[src/rtl/phy_tx_arbiter.sv]
// phy_tx_arbiter
//   Two-requester transmit front end in the clk_2f domain. Each requester
//   writes bytes into its own FIFO. A round-robin arbiter pops at most one
//   byte per cycle into a registered, valid-qualified output stream.
//
// Ports
//   clk_2f, reset                : clock and synchronous active-low reset
//   data_in_0/push_0             : requester 0 byte and write strobe
//   data_in_1/push_1             : requester 1 byte and write strobe
//   th_af                        : almost-full threshold, latched in INIT (0 -> 1)
//   pause_in                     : downstream pause, blocks pops
//   data_out/valid_out/grant_out : registered output byte, qualifier, source FIFO
//   almost_full_x/full_x/empty_x : per-FIFO occupancy flags
//   active_out                   : FSM is in ACTIVE
//   error_out                    : sticky overflow (push dropped on a full FIFO)
//
// State table
//   state     | meaning
//   ST_RESET  | held while reset=0, everything cleared
//   ST_INIT   | one cycle, latch the almost-full threshold
//   ST_IDLE   | both FIFOs empty, no arbitration
//   ST_ACTIVE | arbitrating and popping unless paused
module phy_tx_arbiter #(
    parameter int DATA_W = 8,
    parameter int DEPTH  = 4,
    parameter int AW     = 2
) (
    input  logic              clk_2f,
    input  logic              reset,
    input  logic [DATA_W-1:0] data_in_0,
    input  logic              push_0,
    input  logic [DATA_W-1:0] data_in_1,
    input  logic              push_1,
    input  logic [AW:0]       th_af,
    input  logic              pause_in,
    output logic [DATA_W-1:0] data_out,
    output logic              valid_out,
    output logic              grant_out,
    output logic              almost_full_0,
    output logic              almost_full_1,
    output logic              full_0,
    output logic              full_1,
    output logic              empty_0,
    output logic              empty_1,
    output logic              active_out,
    output logic              error_out
);

    typedef enum logic [1:0] {
        ST_RESET  = 2'd0,
        ST_INIT   = 2'd1,
        ST_IDLE   = 2'd2,
        ST_ACTIVE = 2'd3
    } state_t;

    localparam logic [AW:0]   CNT_FULL = (AW+1)'(DEPTH);
    localparam logic [AW:0]   CNT_ONE  = (AW+1)'(1);
    localparam logic [AW-1:0] PTR_ONE  = AW'(1);

    state_t state, state_nxt;

    logic [DATA_W-1:0] mem_0 [DEPTH];
    logic [DATA_W-1:0] mem_1 [DEPTH];
    logic [AW-1:0]     wr_ptr_0, rd_ptr_0, wr_ptr_1, rd_ptr_1;
    logic [AW:0]       count_0, count_1;
    logic [AW:0]       th_q;
    logic              last_grant;

    logic accept_0, accept_1, ovf;
    logic pop_en, pop_0, pop_1, tie;

    // Flags come straight from the registered counts.
    assign empty_0 = (count_0 == '0);
    assign empty_1 = (count_1 == '0);
    assign full_0  = (count_0 == CNT_FULL);
    assign full_1  = (count_1 == CNT_FULL);

    // The threshold is not valid until INIT has latched it.
    assign almost_full_0 = (state == ST_IDLE || state == ST_ACTIVE) && (count_0 >= th_q);
    assign almost_full_1 = (state == ST_IDLE || state == ST_ACTIVE) && (count_1 >= th_q);

    assign active_out = (state == ST_ACTIVE);

    // Full is judged on the pre-pop count, so a push to a full FIFO is
    // dropped even when the same cycle frees an entry.
    assign accept_0 = push_0 && !full_0 && (state != ST_RESET);
    assign accept_1 = push_1 && !full_1 && (state != ST_RESET);
    assign ovf      = (state != ST_RESET) && ((push_0 && full_0) || (push_1 && full_1));

    // On a tie the FIFO opposite last_grant wins; last_grant only moves on ties.
    assign pop_en = (state == ST_ACTIVE) && !pause_in;
    assign tie    = !empty_0 && !empty_1;
    assign pop_0  = pop_en && !empty_0 && (empty_1 || last_grant);
    assign pop_1  = pop_en && !empty_1 && (empty_0 || !last_grant);

    always_comb begin
        state_nxt = state;
        case (state)
            ST_RESET:  state_nxt = ST_INIT;
            ST_INIT:   state_nxt = ST_IDLE;
            ST_IDLE:   if (!empty_0 || !empty_1) state_nxt = ST_ACTIVE;
            ST_ACTIVE: if (empty_0 && empty_1)   state_nxt = ST_IDLE;
            default:   state_nxt = ST_RESET;
        endcase
    end

    always_ff @(posedge clk_2f) begin
        if (!reset) state <= ST_RESET;
        else        state <= state_nxt;
    end

    // Storage needs no reset: pointers and counts define what is valid.
    always_ff @(posedge clk_2f) begin
        if (accept_0) mem_0[wr_ptr_0] <= data_in_0;
        if (accept_1) mem_1[wr_ptr_1] <= data_in_1;
    end

    always_ff @(posedge clk_2f) begin
        if (!reset) begin
            wr_ptr_0   <= '0;
            rd_ptr_0   <= '0;
            wr_ptr_1   <= '0;
            rd_ptr_1   <= '0;
            count_0    <= '0;
            count_1    <= '0;
            th_q       <= CNT_FULL;
            last_grant <= 1'b1;
            data_out   <= '0;
            valid_out  <= 1'b0;
            grant_out  <= 1'b0;
            error_out  <= 1'b0;
        end else begin
            if (accept_0) wr_ptr_0 <= wr_ptr_0 + PTR_ONE;
            if (accept_1) wr_ptr_1 <= wr_ptr_1 + PTR_ONE;
            if (pop_0)    rd_ptr_0 <= rd_ptr_0 + PTR_ONE;
            if (pop_1)    rd_ptr_1 <= rd_ptr_1 + PTR_ONE;

            case ({accept_0, pop_0})
                2'b10:   count_0 <= count_0 + CNT_ONE;
                2'b01:   count_0 <= count_0 - CNT_ONE;
                default: count_0 <= count_0;
            endcase
            case ({accept_1, pop_1})
                2'b10:   count_1 <= count_1 + CNT_ONE;
                2'b01:   count_1 <= count_1 - CNT_ONE;
                default: count_1 <= count_1;
            endcase

            if (ovf) error_out <= 1'b1;

            if (state == ST_INIT) th_q <= (th_af == '0) ? CNT_ONE : th_af;

            if (pop_0 || pop_1) begin
                data_out  <= pop_1 ? mem_1[rd_ptr_1] : mem_0[rd_ptr_0];
                grant_out <= pop_1;
                valid_out <= 1'b1;
                if (tie) last_grant <= pop_1;
            end else begin
                valid_out <= 1'b0;
            end
        end
    end

endmodule

[config.mk]
export PLATFORM = sky130hd
export DESIGN_NAME = phy_tx_arbiter
export DESIGN_NICKNAME = d
export VERILOG_FILES = /design/src/rtl/phy_tx_arbiter.sv
export SDC_FILE = /design/constraint.sdc
export NUM_CORES = 1
export LEC_CHECK = 0
export ABC_AREA = 1
export CORE_ASPECT_RATIO = 1.75
export CORE_MARGIN = 4
export CORE_UTILIZATION = 40
export DETAILED_ROUTE_END_ITERATION = 6
export HOLD_SLACK_MARGIN = 0.03
export PLACE_DENSITY = 0.69
export SLEW_MARGIN = 20
export SYNTH_ARGS = -nofsm -noshare
export SYNTH_HDL_FRONTEND = slang
export SYNTH_SLANG_ARGS = --single-unit
[constraint.sdc]
create_clock -name clk_2f -period 5.95 [get_ports clk_2f]
set_input_delay 1.4875 -clock clk_2f [delete_from_list [all_inputs] [get_ports clk_2f]]
set_output_delay 1.4875 -clock clk_2f [all_outputs]
set_load 0.01 [all_outputs]
* Word-level counts from Yosys, hierarchy flattened
Memory sizes are Yosys's and may differ from the RTL's. A register that Yosys moved wholly into a read port is not among the register bits.
Index checks and enable logic that the tools add are counted.
** Storage, ports and cells
- Word-level logic and storage cells :: 89
- Output and inout port bits :: 18
- RAM bits :: 64
- Register bits after elaboration :: 31
- Input bits :: 24
- Memories :: 2
** Cells by class
- Equality and inequality tests :: 11
- Mux-type cells :: 16
- $add $sub $neg :: 8
- Magnitude comparators :: 2
- Reductions and logical operators :: 37
** Memory list
- mem_0 :: words 4, bits a word 8, rd ports 1, clocked after Yosys merged registers in 1, wr ports 1, line 62 : logic [DATA_W-1:0] mem_0 [DEPTH];
- mem_1 :: words 4, bits a word 8, rd ports 1, clocked after Yosys merged registers in 1, wr ports 1, line 63 : logic [DATA_W-1:0] mem_1 [DEPTH];
** Operator list (number)
- $logic_and A1 B1 Y1 :: 16
- $mux W2 :: 6
- $pmux W3 S2 :: 2
- $logic_not A3 Y1 :: 3
- $add A2 B1 Y2 const B :: 4
- $eq A2 B2 Y1 const B :: 4
- $mux W8 :: 1
- $pmux W2 S4 :: 1
- $add A3 B1 Y3 const B :: 2
- $eq A2 B1 Y1 const B :: 3
- $eq A3 B3 Y1 const B :: 2
- $ge A3 B3 Y1 :: 2
- $logic_not A1 Y1 :: 6
- $logic_or A1 B1 Y1 :: 6
- $reduce_bool A2 Y1 :: 3
- $sub A3 B1 Y3 const B :: 2
- $mux W1 :: 5
- $ne A2 B1 Y1 const B :: 2
- $reduce_and A2 Y1 :: 2
- $mux W3 :: 1
- $logic_not A2 Y1 :: 1

* Logic depth before layout (Yosys ltp)
- Depth after elaboration :: 6
- Gate-level depth with buffers :: 13
- Gate-level depth less buffers :: 13

* Worst setup path before layout
OpenSTA, ideal clock, no wires.
- Path kind :: input to register
- Start :: input port pause_in
- End :: register count_1[2]
- Setup time :: 0.122 ns
- Stages on the path :: 12
- Setup slack :: 2.925 ns
- Path buffers :: 0
- Arrival time :: 2.903 ns
- Path through :: nor2_4 -> nand2_4 -> clkinv_4 -> nand2_4 -> inv_1 -> ha_1 -> inv_1 -> fa_1 -> a21oi_1 -> o21ai_0 -> o21ai_0 -> a21oi_1
** Between the ends
- Cells in the longest elaborated chain, start to end :: 6
- Elaborated cells on any way between the ends :: 8
- Classes of those cells :: 2 x eq/ne; 1 x mux; 5 x reduce/logical
** RTL lines
- from (decl) :: line 35 : input logic pause_in,
- $logic_not A1 Y1 * :: line 91 : assign pop_en = (state == ST_ACTIVE) && !pause_in;
- $logic_and A1 B1 Y1 * :: line 91
- $logic_and A1 B1 Y1 * (2 in series) :: line 94 : assign pop_1 = pop_en && !empty_1 && (empty_0 || !last_grant);
- named net pop_1 :: line 70 : logic pop_en, pop_0, pop_1, tie;
- $eq A2 B1 Y1 or $eq A2 B2 Y1 (tied branches) :: line 143 : case ({accept_1, pop_1})
- $pmux W3 S2 or $reduce_bool A2 Y1 (tied branches)
- to (signal assigned) :: line 144 : 2'b10: count_1 <= count_1 + CNT_ONE;
- to (signal assigned) :: line 145 : 2'b01: count_1 <= count_1 - CNT_ONE;
- to (signal assigned) :: line 146 : default: count_1 <= count_1;
- to (decl) :: line 65 : logic [AW:0] count_0, count_1;
The timed path passes the listed nets; every way through them passes the cells marked *.
A chain may end at the register's enable or synchronous reset.

* Worst setup path after layout
- Start :: register count_0[0]
- End :: output port almost_full_0
** Between the ends
- Cells in the longest elaborated chain, start to end :: 2
** RTL lines
- from (decl) :: line 65
- from (signal assigned) :: line 139 : 2'b10: count_0 <= count_0 + CNT_ONE;
- from (signal assigned) :: line 140 : 2'b01: count_0 <= count_0 - CNT_ONE;
- from (signal assigned) :: line 141 : default: count_0 <= count_0;
- $ge A3 B3 Y1 :: line 79 : assign almost_full_0 = (state == ST_IDLE || state == ST_ACTIVE) && (count_0 >= th_q);
- $logic_and A1 B1 Y1 :: line 79
- to (decl) :: line 39 : output logic almost_full_0,
No other way between the ends.

==> impl_metrics.ini <==
[critical_path]
cp.buffers_inverters = 4
crit_arrival_ns = 2.07
end_kind = primary output
crit_chain = inv_1, ha_1, inv_1, nand2_1, a21oi_1, nor2_1, o21ai_0, inv_1, clkdlybuf4s50_1
crit_fanout = 4
max_stage_delay_ns = 0.48
startpoint_type = flip-flop
worst_path_most_repeated_cell = inv_1
cp_top_family = buffers and inverters
critPathRequiredTime_ns = 4.46
rrSetupSlack_ns = 3.56
crit_type = reg -> out
crit_slowest_cell = clkdlybuf4s50_1

[grt]
antenna_found_initial = 0
grt.busiest_layer = met2
overflow = 0
met1_usage_pct = 15.8
grt_first_pass_wirelength_mm = 14.4
grtUsageTotal_pct = 14.6
grt_max_degree = 19
grt_pass1_vias = 3067
use_met2_pct = 26.7
met3_usage_pct = 2.82

[synth]
synthAdderAreaFrac_pct = 5.50
synth_common_cells = nand2_1, inv_1, edfxtp_1
synth_area_leaders = edfxtp_1, dfxtp_1, nand2_1
syn-instance-count = 460
synth_top_area_share_pct = 44.0
synthArstFlopShare_pct = 0
synth_xor_area_share_pct = 0.201
synth.avg_cell_area_um2 = 9.49
synth-main-ff-cell = edfxtp_1
ys_ff_latch = 99
ys_warn_count = 0
synth.most_common_cell = nand2_1
yosys.area_share.simple_pct = 19.0
synth_top_area_cell = edfxtp_1
synth_compound_area_share_pct = 6.22
netlist_area_um2 = 4370
synth_cell_types = 30
synth_edf_count = 64
seq_area_frac_synth_pct = 60.1
synthesis.nets = 502
synthMuxAreaShare_pct = 0
synth_top_family_by_area = simple AND/OR/NAND/NOR gates

[place]
place_congestion = 0.751
io_buffers = 41
hpwlAfterDp_mm = 6.58

[die]
die_height_um = 146
io_pins = 42
fp.dieArea_um2 = 12700
core-area_um2 = 10700
rows = 50
start_util_pct = 40.8
die_w_um = 87.0

[cts]
clkSlewWorstSetupHoldPaths_ns = 0.06
ctsResizeCount = 0
cts_buffer_depth = 2
clk_latency_ns = 0.33
postCtsSetupRepairBufs = 0
h-tree-depth = 3
cts_tree = built
cts_hold_buf = 0
clock-root-buffer = clkbuf_16
cts_sinks = 99
cts_buffers = 9

[sta]
setup_viol = 0
tightest_slew_ns = 0.877
whs_ns = 0.470
period_share_pct = 59.8
hold_viol_final = 0
rsz0062_at_grt = no
slew_headroom_pct = 41.3
fmax_mhz = 281
setup_tns_ns = 0
skew_ns = 0.00701
period_needed_ns = 3.56
slew_violations = 0

[job]
cap_violations = 0

[layout]
post-route-util_pct = 48.1
nNetsFinal = 543
n_antenna_cell = 0
drive_gt1_share_pct = 4.55
syn_to_final_growth_pct = 17.8

[power]
irDropWorstVdd_uv = 193
power_frac_seq_pct = 53.5
power_leakage_nw = 2.14
clockPowerShare_pct = 35.3
switchingPower_w = 0.000354
p_int_w = 0.00111
power_density_nw_per_um2 = 285
p_sw_share_pct = 24.2
p_comb_share_pct = 11.3

[hold_path]
hp-class = reg -> reg

[drt]
avgViaCountPerCell = 4.76
vias = 3030
first_pass_iters = 4
drt_iter0_drc = 178
wire_per_inst_um = 13.8
routed_wirelength_mm = 8.78
ant_nets = 0
drcViolationCount = 0

[run_status]
run_status = complete, no violations
-- cell type report --
class	count	area [um2]
clock buffers	11	233
clock inverters	5	28.8
fillers	1010	5560
inverters	88	335
multi-input cells	262	1350
flip-flops and latches	99	2620
well taps	130	163
repair buffers	41	410
-- registers in the layout, summed over array words and instances (netlist names), 2 cells and up, named ones only --
name,count
th_q,3
data_out,8
mem_0,32
count_1,3
mem_1,32
rd_ptr_0,2
wr_ptr_1,2
count_0,3
wr_ptr_0,2
rd_ptr_1,2
state,2
-- cell usage in the layout, fill, tap and decap left out, types with 9 or more instances in the layout --
master / synthesis / routed
dfxtp_1: 35 / 35
inv_1: 85 / 85
clkbuf_16: 0 / 9
o21ai_0: 16 / 16
edfxtp_1: 64 / 64
nor2_1: 21 / 21
ha_1: 16 / 16
nand3_1: 52 / 52
clkdlybuf4s50_1: 0 / 41
nand2_1: 108 / 108
a21oi_1: 28 / 28
-- power by group through the flow --
stage	logic (W)	registers [W]	clock network [W]
5_1_grt	0.000189	0.000787	0.000551
6_report	0.000165	0.000783	0.000517
4_1_cts	0.000167	0.000783	0.000528
2_1_floorplan	0.000103	0.000793	0
3_3_place_gp	0.000160	0.000797	0
3_5_place_dp	0.000167	0.000798	0
-- kinds of logic (layout without fill, tap and decap cells) --
kind of cell / count (synthesis) / count (layout)
xor+xnor: 1 / 1
flops: 99 / 99
fa+ha+maj: 18 / 18
buf+inv: 99 / 145
compound gates: 51 / 51
simple gates: 192 / 192
-- final timing paths --
check                                 from                  endpoint  cells after the start
setup / recovery   count_0[0]$_SDFFE_PN0P_             almost_full_0                      9
setup reg to reg   count_0[0]$_SDFFE_PN0P_   count_1[2]$_SDFFE_PN0P_                     12
hold reg to reg   data_out[6]$_SDFFE_PN0P_  data_out[6]$_SDFFE_PN0P_                      2
hold / removal    data_out[6]$_SDFFE_PN0P_  data_out[6]$_SDFFE_PN0P_                      2
-- worst reg2reg max path, stage by stage (launching register included) --
cell and delay [ns]:
dfxtp_1 0.33, inv_1 0.13, nand3_1 0.21, nand2_2 0.25, nand2_4 0.13, inv_1 0.15
ha_1 0.17, inv_1 0.07, fa_1 0.38, a21oi_1 0.14, o21ai_0 0.11, o21ai_0 0.17
a21oi_1 0.05
-- stage by stage --
| stage | total power (W) | setup slack, ns | instance area [um2] | std cells |
|---|---|---|---|---|
| finish | 0.00146 | 2.39 | 5140 | 636 |
| global route | 0.00153 | 2.23 | 5140 | 636 |
| CTS | 0.00148 | 2.35 | 5140 | 636 |
| detailed placement | 0.000965 | 2.19 | 4880 | 620 |
| global placement | 0.000957 | 2.24 | 4880 | 620 |
| floorplan | 0.000897 | 2.93 | 4370 | 460 |
-- metal layers --
metal | wire (um) | vias up
li1 | - | 1564
met1 | 3380 | 1412
met5 | 0 | -
met4 | 166 | 0
met3 | 264 | 13
met2 | 4970 | 41
No activity file was read; power rests on OpenSTA's default activity.
